**config.mk**
```make
export PLATFORM = sky130hd
export DESIGN_NAME = pipe_ctrl_unit
export DESIGN_NICKNAME = d
export VERILOG_FILES = /design/src/rtl/pipe_ctrl_unit.sv
export SDC_FILE = /design/constraint.sdc
export NUM_CORES = 1
export LEC_CHECK = 0
export ABC_AREA = 1
export BUFFER_PORTS_ARGS = -buffer_cell sky130_fd_sc_hd__buf_2
export CAP_MARGIN = 25
export CORE_ASPECT_RATIO = 1.2
export CORE_MARGIN = 2
export CORE_UTILIZATION = 56
export CTS_CLUSTER_DIAMETER = 80
export CTS_CLUSTER_SIZE = 24
export DETAILED_ROUTE_END_ITERATION = 8
export PLACE_DENSITY = 0.84
export SETUP_SLACK_MARGIN = 0.05
export SLEW_MARGIN = 20
export SYNTH_ARGS = -nofsm -noshare
export SYNTH_HDL_FRONTEND = slang
export SYNTH_SLANG_ARGS = --single-unit
```
**constraint.sdc**
```tcl
create_clock -name clk -period 3.6 [get_ports clk]
set_clock_uncertainty 0.2 [all_clocks]
set_input_delay 0.18 -clock clk [delete_from_list [all_inputs] [get_ports clk]]
set_output_delay 0.18 -clock clk [all_outputs]
set_load 0.01 [all_outputs]
```
**src/rtl/pipe_ctrl_unit.sv**
```systemverilog
// Pipelined control unit for the 16-bit WISC core: ID decode, ID/EX-EX/MEM-MEM/WB control pipeline,
// hazard stall/flush, EX forwarding selects and sticky halt. Define FWD_EN to enable forwarding.
module pipe_ctrl_unit #(
  parameter int OP_W    = 4,
  parameter int REG_W   = 4,
  parameter int ALUOP_W = 3
) (
  input  logic               clk,
  input  logic               rst_n,
  input  logic               id_valid,
  input  logic [OP_W-1:0]    id_opcode,
  input  logic [REG_W-1:0]   id_src1,
  input  logic [REG_W-1:0]   id_src2,
  input  logic [REG_W-1:0]   id_dst,
  input  logic               ex_branch_taken,
  output logic               stall,
  output logic               flush,
  output logic [ALUOP_W-1:0] ex_alu_op,
  output logic               ex_alu_src,
  output logic               ex_is_branch,
  output logic               mem_read,
  output logic               mem_write,
  output logic               wb_reg_write,
  output logic               wb_mem_to_reg,
  output logic [REG_W-1:0]   wb_dst,
  output logic [1:0]         fwd_a,
  output logic [1:0]         fwd_b,
  output logic               halt
);

  typedef struct packed {
    logic               reg_write;
    logic               mem_read;
    logic               mem_write;
    logic               mem_to_reg;
    logic               alu_src;
    logic               is_branch;
    logic               is_hlt;
    logic [ALUOP_W-1:0] alu_op;
  } ctrl_t;

  localparam int    CTRL_W   = 7 + ALUOP_W;
  localparam ctrl_t CTRL_NOP = ctrl_t'({CTRL_W{1'b0}});
  localparam logic [REG_W-1:0] REG_ZERO = {REG_W{1'b0}};

  function automatic ctrl_t decode(input logic [3:0] op, input logic [REG_W-1:0] dst);
    ctrl_t c;
    c        = CTRL_NOP;
    c.alu_op = op[ALUOP_W-1:0];
    case (op)
      4'b0000, 4'b0001, 4'b0010, 4'b0011, 4'b0111: c.reg_write = 1'b1;
      4'b0100, 4'b0101, 4'b0110: begin c.reg_write = 1'b1; c.alu_src = 1'b1; end
      4'b1000: begin
        c.reg_write = 1'b1; c.mem_read = 1'b1; c.mem_to_reg = 1'b1;
        c.alu_src   = 1'b1; c.alu_op   = {ALUOP_W{1'b0}};
      end
      4'b1001: begin c.mem_write = 1'b1; c.alu_src = 1'b1; c.alu_op = {ALUOP_W{1'b0}}; end
      4'b1010, 4'b1011, 4'b1110: c.reg_write = 1'b1;
      4'b1100, 4'b1101: c.is_branch = 1'b1;
      4'b1111: c.is_hlt = 1'b1;
      default: c = CTRL_NOP;
    endcase
    // r0 is hardwired zero, so a write to it is no write at all
    if (dst == REG_ZERO) c.reg_write = 1'b0;
    else                 c.reg_write = c.reg_write;
    return c;
  endfunction

  function automatic logic hit(input logic v, input logic rw, input logic [REG_W-1:0] d,
                               input logic u1, input logic u2,
                               input logic [REG_W-1:0] s1, input logic [REG_W-1:0] s2);
    return v & rw & (d != REG_ZERO) & ((u1 & (d == s1)) | (u2 & (d == s2)));
  endfunction

  logic             id_ok_s, id_use1_s, id_use2_s;
  logic [3:0]       id_op_s;
  ctrl_t            id_ctrl_s;
  logic             haz_ex_s, haz_mem_s, hold_s, flush_s, stall_s;

  logic             ex_valid_r;
  ctrl_t            ex_ctrl_r;
  logic [REG_W-1:0] ex_dst_r;
  logic             mem_valid_r, mem_reg_write_r, mem_read_r, mem_write_r, mem_to_reg_r, mem_hlt_r;
  logic [REG_W-1:0] mem_dst_r;
  logic             wb_valid_r, wb_reg_write_r, wb_mem_to_reg_r;
  logic [REG_W-1:0] wb_dst_r;
  logic             halt_r;

  assign id_op_s = id_opcode[3:0];
  assign id_ok_s = id_valid & ((id_opcode >> 3'd4) == {OP_W{1'b0}});

  // ID decode of the control bundle and source usage
  always_comb begin
    id_ctrl_s = CTRL_NOP;
    id_use1_s = 1'b0;
    id_use2_s = 1'b0;
    if (id_ok_s) begin
      id_ctrl_s = decode(id_op_s, id_dst);
      id_use1_s = !(id_op_s == 4'b1100 || id_op_s == 4'b1110 || id_op_s == 4'b1111);
      id_use2_s = (id_op_s <= 4'b0011) || id_op_s == 4'b0111 || id_op_s == 4'b1001;
    end else begin
      id_ctrl_s = CTRL_NOP;
    end
  end

  assign haz_ex_s  = hit(ex_valid_r, ex_ctrl_r.reg_write, ex_dst_r,
                         id_use1_s, id_use2_s, id_src1, id_src2);
  assign haz_mem_s = hit(mem_valid_r, mem_reg_write_r, mem_dst_r,
                         id_use1_s, id_use2_s, id_src1, id_src2);
`ifdef FWD_EN
  assign hold_s = ex_ctrl_r.mem_read & haz_ex_s;
`else
  assign hold_s = haz_ex_s | haz_mem_s;
`endif
  // gating with rst_n keeps flush low while reset is held
  assign flush_s = ex_branch_taken & rst_n;
  assign stall_s = halt_r | (~flush_s & hold_s);
  assign flush   = flush_s;
  assign stall   = stall_s;

  // ID/EX register: bubble on stall or flush
  always_ff @(posedge clk or negedge rst_n) begin
    if (!rst_n) begin
      ex_valid_r <= 1'b0; ex_ctrl_r <= CTRL_NOP; ex_dst_r <= REG_ZERO;
    end else if (flush_s | stall_s) begin
      ex_valid_r <= 1'b0; ex_ctrl_r <= CTRL_NOP; ex_dst_r <= REG_ZERO;
    end else begin
      ex_valid_r <= id_ok_s;
      ex_ctrl_r  <= id_ctrl_s;
      ex_dst_r   <= id_ok_s ? id_dst : REG_ZERO;
    end
  end

  // EX/MEM, MEM/WB registers and sticky halt
  always_ff @(posedge clk or negedge rst_n) begin
    if (!rst_n) begin
      mem_valid_r <= 1'b0; mem_reg_write_r <= 1'b0; mem_read_r <= 1'b0;
      mem_write_r <= 1'b0; mem_to_reg_r <= 1'b0; mem_hlt_r <= 1'b0; mem_dst_r <= REG_ZERO;
      wb_valid_r <= 1'b0; wb_reg_write_r <= 1'b0; wb_mem_to_reg_r <= 1'b0; wb_dst_r <= REG_ZERO;
      halt_r <= 1'b0;
    end else begin
      mem_valid_r     <= ex_valid_r;
      mem_reg_write_r <= ex_ctrl_r.reg_write;
      mem_read_r      <= ex_ctrl_r.mem_read;
      mem_write_r     <= ex_ctrl_r.mem_write;
      mem_to_reg_r    <= ex_ctrl_r.mem_to_reg;
      mem_hlt_r       <= ex_ctrl_r.is_hlt;
      mem_dst_r       <= ex_dst_r;
      wb_valid_r      <= mem_valid_r;
      wb_reg_write_r  <= mem_reg_write_r;
      wb_mem_to_reg_r <= mem_to_reg_r;
      wb_dst_r        <= mem_dst_r;
      halt_r          <= halt_r | (mem_valid_r & mem_hlt_r);
    end
  end

  assign ex_alu_op     = ex_valid_r  ? ex_ctrl_r.alu_op    : {ALUOP_W{1'b0}};
  assign ex_alu_src    = ex_valid_r  & ex_ctrl_r.alu_src;
  assign ex_is_branch  = ex_valid_r  & ex_ctrl_r.is_branch;
  assign mem_read      = mem_valid_r & mem_read_r;
  assign mem_write     = mem_valid_r & mem_write_r;
  assign wb_reg_write  = wb_valid_r  & wb_reg_write_r;
  assign wb_mem_to_reg = wb_valid_r  & wb_mem_to_reg_r;
  assign wb_dst        = wb_valid_r  ? wb_dst_r : REG_ZERO;
  assign halt          = halt_r;

`ifdef FWD_EN
  logic [REG_W-1:0] ex_src1_r, ex_src2_r;

  function automatic logic [1:0] fsel(input logic [REG_W-1:0] src);
    if (mem_valid_r & mem_reg_write_r & (mem_dst_r != REG_ZERO) & (mem_dst_r == src)) return 2'b10;
    else if (wb_valid_r & wb_reg_write_r & (wb_dst_r != REG_ZERO) & (wb_dst_r == src)) return 2'b01;
    else return 2'b00;
  endfunction

  // EX source fields, zeroed in bubbles so they never match a writer
  always_ff @(posedge clk or negedge rst_n) begin
    if (!rst_n) begin
      ex_src1_r <= REG_ZERO; ex_src2_r <= REG_ZERO;
    end else if (flush_s | stall_s | ~id_ok_s) begin
      ex_src1_r <= REG_ZERO; ex_src2_r <= REG_ZERO;
    end else begin
      ex_src1_r <= id_src1; ex_src2_r <= id_src2;
    end
  end

  assign fwd_a = fsel(ex_src1_r);
  assign fwd_b = fsel(ex_src2_r);
`else
  assign fwd_a = 2'b00;
  assign fwd_b = 2'b00;
`endif

endmodule

```
**Yosys cells after proc, flatten, opt, wreduce, memory -nomap -nowiden**

Index checks and enable logic that the tools add are counted.

- Word-level logic and storage cells: 98
- Output and inout bits: 20
- Input bits: 20
- Bits in registers: 33

- Bitwise logic cells: 26
- Muxes and demuxes: 17
- Eq/ne operators: 19
- Magnitude comparators: 1
- Reduce and logical (&&, ||, !) cells: 13

Operators by type and width:

| operator | number |
|---|---|
| equality test 4 bit, second input constant | 8 |
| 2-to-1 mux 10 bit | 2 |
| bitwise AND 1 bit | 19 |
| equality test 4 x 3 -> 1 bit, second input constant | 4 |
| equality test 4 bit | 4 |
| 2-to-1 mux 4 bit | 3 |
| OR reduction 12 bit | 1 |
| 2-to-1 mux 1 bit | 10 |
| equality test 4 x 2 -> 1 bit, second input constant | 2 |
| zero test 4 bit | 2 |
| nonzero test 4 bit | 2 |
| 2-to-1 mux 3 bit | 2 |
| bitwise OR 1 bit | 6 |
| OR reduction 5 bit | 1 |
| equality test 4 x 1 -> 1 bit, second input constant | 1 |
| <= comparator 4 x 2 -> 1 bit, second input constant | 1 |
| logical OR 1 bit | 4 |
| OR reduction 2 bit | 2 |
| zero test 1 bit | 1 |
| inverter 1 bit | 1 |

**Longest topological paths before layout**

- Depth in word-level cells: 13
- Depth in mapped cells: 11
- Mapped depth without buffers: 11

**Worst setup path after synthesis**

Ideal clock, no wire load.

- Path type: flip-flop to flip-flop
- Start: reg mem_dst_r[3]
- End: reg ex_ctrl_r[1] (netlist bit)
- Stages on the path, launching flop included: 11
- Path buffers: 1
- Required time: 3.282 ns
- Path slack: 2.157 ns
- Library setup time: 0.118 ns
- Data arrival time: 1.125 ns
- Period minus slack after synthesis: 1.443 ns
- Path through: dfrtp_1 inv_1 nand2_1 nand2_1 nor2_1 nand2_1 o21ai_0 nand2_1 nand4_2 buf_6 nor2_1

- Longest elaborated chain between the ends: 9
- Elaborated cells between the ends (all ways): 13
- Those cells by class: 2 x eq/ne; 1 x mux; 9 x bitwise; 1 x reduce/logical

Ends and longest elaborated chain:

| element | line | source |
|---|---|---|
| start: declaration | 84 | `logic [REG_W-1:0] mem_dst_r;` |
| start signal: assignment | 148 | `mem_dst_r <= ex_dst_r;` |
| equality test 4 bit | 72 | `return v & rw & (d != REG_ZERO) & ((u1 & (d == s1)) \| (u2 & (d == s2)));` |
| bitwise AND 1 bit | 72 |  |
| bitwise OR 1 bit | 72 |  |
| bitwise AND 1 bit (*) | 72 |  |
| bitwise OR 1 bit (*) | 113 | `assign hold_s = haz_ex_s \| haz_mem_s;` |
| bitwise AND 1 bit (*) | 117 | `assign stall_s = halt_r \| (~flush_s & hold_s);` |
| bitwise OR 1 bit (*) | 117 |  |
| bitwise OR 1 bit (*) | 125 | `end else if (flush_s \| stall_s) begin` |
| 2-to-1 mux 10 bit (*) | 125 |  |
| end signal: assignment | 129 | `ex_ctrl_r <= id_ctrl_s;` |
| end: declaration | 81 | `ctrl_t ex_ctrl_r;` |

Mark *: on every way between the ends. The rest lies on a longest branch, timed or not.

**Worst setup path after layout**

- Start: in id_opcode[1]
- End: out stall

- Longest elaborated chain between the ends: 11
- Elaborated cells between the ends (all ways): 24
- Those cells by class: 1 x order compare; 5 x eq/ne; 2 x mux; 11 x bitwise; 5 x reduce/logical

Ends and longest elaborated chain:

| element | line | source |
|---|---|---|
| start: declaration | 11 | `input logic [OP_W-1:0] id_opcode,` |
| branches (longest 8 deep; another with <= comparator 4 x 2 -> 1 bit) | -- |  |
| bitwise OR 1 bit (*) | 113 |  |
| bitwise AND 1 bit (*) | 117 |  |
| bitwise OR 1 bit (*) | 117 |  |
| end: declaration | 16 | `output logic stall,` |

Mark *: on every way between the ends.

==> results_dict.tcl <==
set metrics [dict create \
    gp_congestion 0.909 \
    syn_to_final_growth_pct 22.2 \
    drtIter0Drc 47 \
    max_stage_delay_ps 530 \
    cp_data_arrival_time_ps 1960 \
    routed_wl_um 3250 \
    worstMarginPinSlew_ps 660 \
    cp_cell_sequence "dlygate4sd3_1 -> buf_2 -> inv_1 -> nand2_1 -> nand2_1 -> nand2_2 -> nor2_1 -> nand3_1 -> nand2_1 -> nand2_1 -> nand2_1 -> nand2_1 -> nand2_1 -> buf_2" \
    ys_types 16 \
    min_path_type "in2reg" \
    p_comb_frac 0.167 \
    rsz0062_at_grt "false" \
    syn-cell-area_um2 1540 \
    crit_type "in2out" \
    io_buffers 35 \
    post_cts_buffers 0 \
    powerDensity_nw_per_um2 375 \
    tns_ps 0 \
    drive_above_1_share 0.174 \
    die_h_um 61.5 \
    vias_per_cell 4.74 \
    clock_sinks 31 \
    p_leak_nw 1.21 \
    timing.fmax_mhz 428 \
    grt_pass1_vias 1219 \
    rows 20 \
    dp_hpwl_um 2420 \
    power_frac_seq 0.544 \
    cts_tree "built" \
    timing.hold.ws_ps 39.5 \
    ys_seq_elements 31 \
    ys_warn_count 0 \
    fin_nets 279 \
    cp_slowest_cell "dlygate4sd3_1" \
    holdPathStages 4 \
    cp.required_ps 3220 \
    min_period_ps 2340 \
    path_common_cell "nand2_1" \
    finalMaxSlewViolations 0 \
    r2r_slack_ps 1910 \
    period_share 0.649 \
    num_io_pins 40 \
    clkLatencyLatePin_ps 340 \
    switching_share 0.288 \
    status "finished clean" \
    syn_inst 209 \
    clockPowerShare 0.289 \
    antennaDiodeCount 0 \
    detail-route-antenna-nets 0 \
    max-vdd-ir-drop_mv 0.367 \
    cp_max_fo 5 \
    start_util 0.599 \
    drt_first_pass_iters 4 \
    ys_seq_area_frac 0.503 \
    cts_buffer_depth 2 \
    clkTransAtPathRegs_ps 90 \
    startpoint_type "input port" \
    cts_made_buffers 5 \
    final_hold_viol_count 0 \
    drc 0 \
    grt_util_all_layers 0.236 \
    avgSynthCellArea_um2 7.38 \
    htree_levels 2 \
    overflow 0 \
    end_kind "output pin" \
    hp-start "ex_branch_taken" \
    core_area_um2 2580 \
    root_buffer "clkbuf_4" \
    grt_antenna_before_repair 0 \
    hold_path_end "ex_ctrl_r[4]" \
    regToRegStartpoint "mem_dst_r[3]" \
    die-area_um2 3190 \
    net-switching-power_uw 203 \
    die_w_um 51.9 \
    reg2reg_to "ex_dst_r[0]" \
    internal_power_uw 504 \
    via_count 1385 \
    relSlewSlack 0.560 \
    max_cap_violations 0 \
    setup_viol 0 \
    grt_pass1_wl_um 5240 \
    reg2regPathDepth 9 \
    routedWlPerCell_um 11.1 \
    grt_start_max_net_pins 33 \
]
power by group through the flow:
stage,logic [mW],clock network [mW],registers (mW)
floorplan,0.0694,0,0.388
global placement,0.107,0,0.391
detailed placement,0.109,0,0.392
CTS,0.118,0.202,0.385
global route,0.134,0.226,0.387
finish,0.118,0.204,0.384
registers in the layout (all words and copies together) (netlist names):
signal	count
ex_ctrl_r	9
ex_dst_r	4
ex_valid_r	1
halt	1
mem_dst_r	4
mem_hlt_r	1
mem_read_r	1
mem_reg_write_r	1
mem_valid_r	1
mem_write_r	1
wb_dst_r	4
wb_mem_to_reg_r	1
wb_reg_write_r	1
wb_valid_r	1
synthesized netlist by cell type, drive strengths merged:
cell type  instances  area (um2)
inv               44         165
o21ai              4        20.0
nand3b             2        15.0
nand4              4        31.3
a41oi              2        17.5
nor2              30         115
dfrtp             31         776
conb               1        3.75
xor2               5        43.8
nand3              6        30.0
nand2             75         284
buf                5        41.3
how the worst max path moves through the flow:
stage	start	end	slack [ps]
after floorplan	mem_dst_r[3]	ex_ctrl_r[1]	2160
after global placement	rst_n	ex_ctrl_r[8]	1860
after detailed placement	rst_n	ex_ctrl_r[1]	1850
after CTS	id_opcode[1]	stall	1300
after global routing	id_opcode[1]	stall	1160
final	id_opcode[1]	stall	1260
critical path: cells and delay by family:
kind                   cells  cell delay (ps)
buffers and inverters      4              930
and+or+nand+nor           10              840
logic make-up (layout without fill, tap and decap cells):
| logic type | count (synthesis) | count (layout) | share of synthesized area |
|---|---|---|---|
| compound gates | 6 | 6 | 0.0243 |
| xor+xnor | 5 | 5 | 0.0284 |
| buf+inv | 49 | 96 | 0.134 |
| flops | 31 | 31 | 0.503 |
| other cells | 1 | 4 | 0.00243 |
| simple gates | 117 | 117 | 0.308 |
final cells by class:
class                   count  area (um2)
inverters                  44         165
clock buffers               6        51.3
clock inverters             1        5.00
multi-input cells         132         572
well taps                  33        41.3
fillers                   203         692
repair buffers             45         275
flip-flops and latches     31         776
timing repair:
action,CTS,global route
gates resized for setup,0,0
hold endpoints to repair,43,0
hold buffers,10,0
layer usage:
layer / global-route usage / part of all wire / vias up
met5: 0 / 0 / -
met4: 0.0902 / 0.020 / 0
met3: 0.0752 / 0.062 / 8
met2: 0.439 / 0.55 / 46
met1: 0.247 / 0.37 / 630
li1: - / - / 701
through the flow:
| stage | std cells | total power [mW] | util | area (um2) | setup WS (ps) |
|---|---|---|---|---|---|
| 6_report | 292 | 0.707 | 0.732 | 1890 | 1260 |
| 5_1_grt | 292 | 0.747 | 0.732 | 1890 | 1160 |
| 4_1_cts | 292 | 0.705 | 0.732 | 1890 | 1300 |
| 3_5_place_dp | 275 | 0.501 | 0.671 | 1730 | 1850 |
| 3_3_place_gp | 275 | 0.498 | 0.671 | 1730 | 1860 |
| 2_1_floorplan | 212 | 0.458 | - | 1550 | 2160 |
placed cells by master, fill, tap and decap left out:
cell type / instances
xor2_1: 5
clkbuf_8: 1
o21ai_0: 4
nand2_2: 1
nand2_1: 74
inv_1: 44
nand4_1: 3
buf_2: 35
clkbuf_4: 5
nor2_1: 29
conb_1: 4
dlygate4sd3_1: 10
nor2_2: 1
nand3_1: 6
nand3b_1: 2
nand4_2: 1
a41oi_1: 2
dfrtp_1: 31
clkinv_2: 1
No activity file was read; power rests on OpenSTA's default activity.
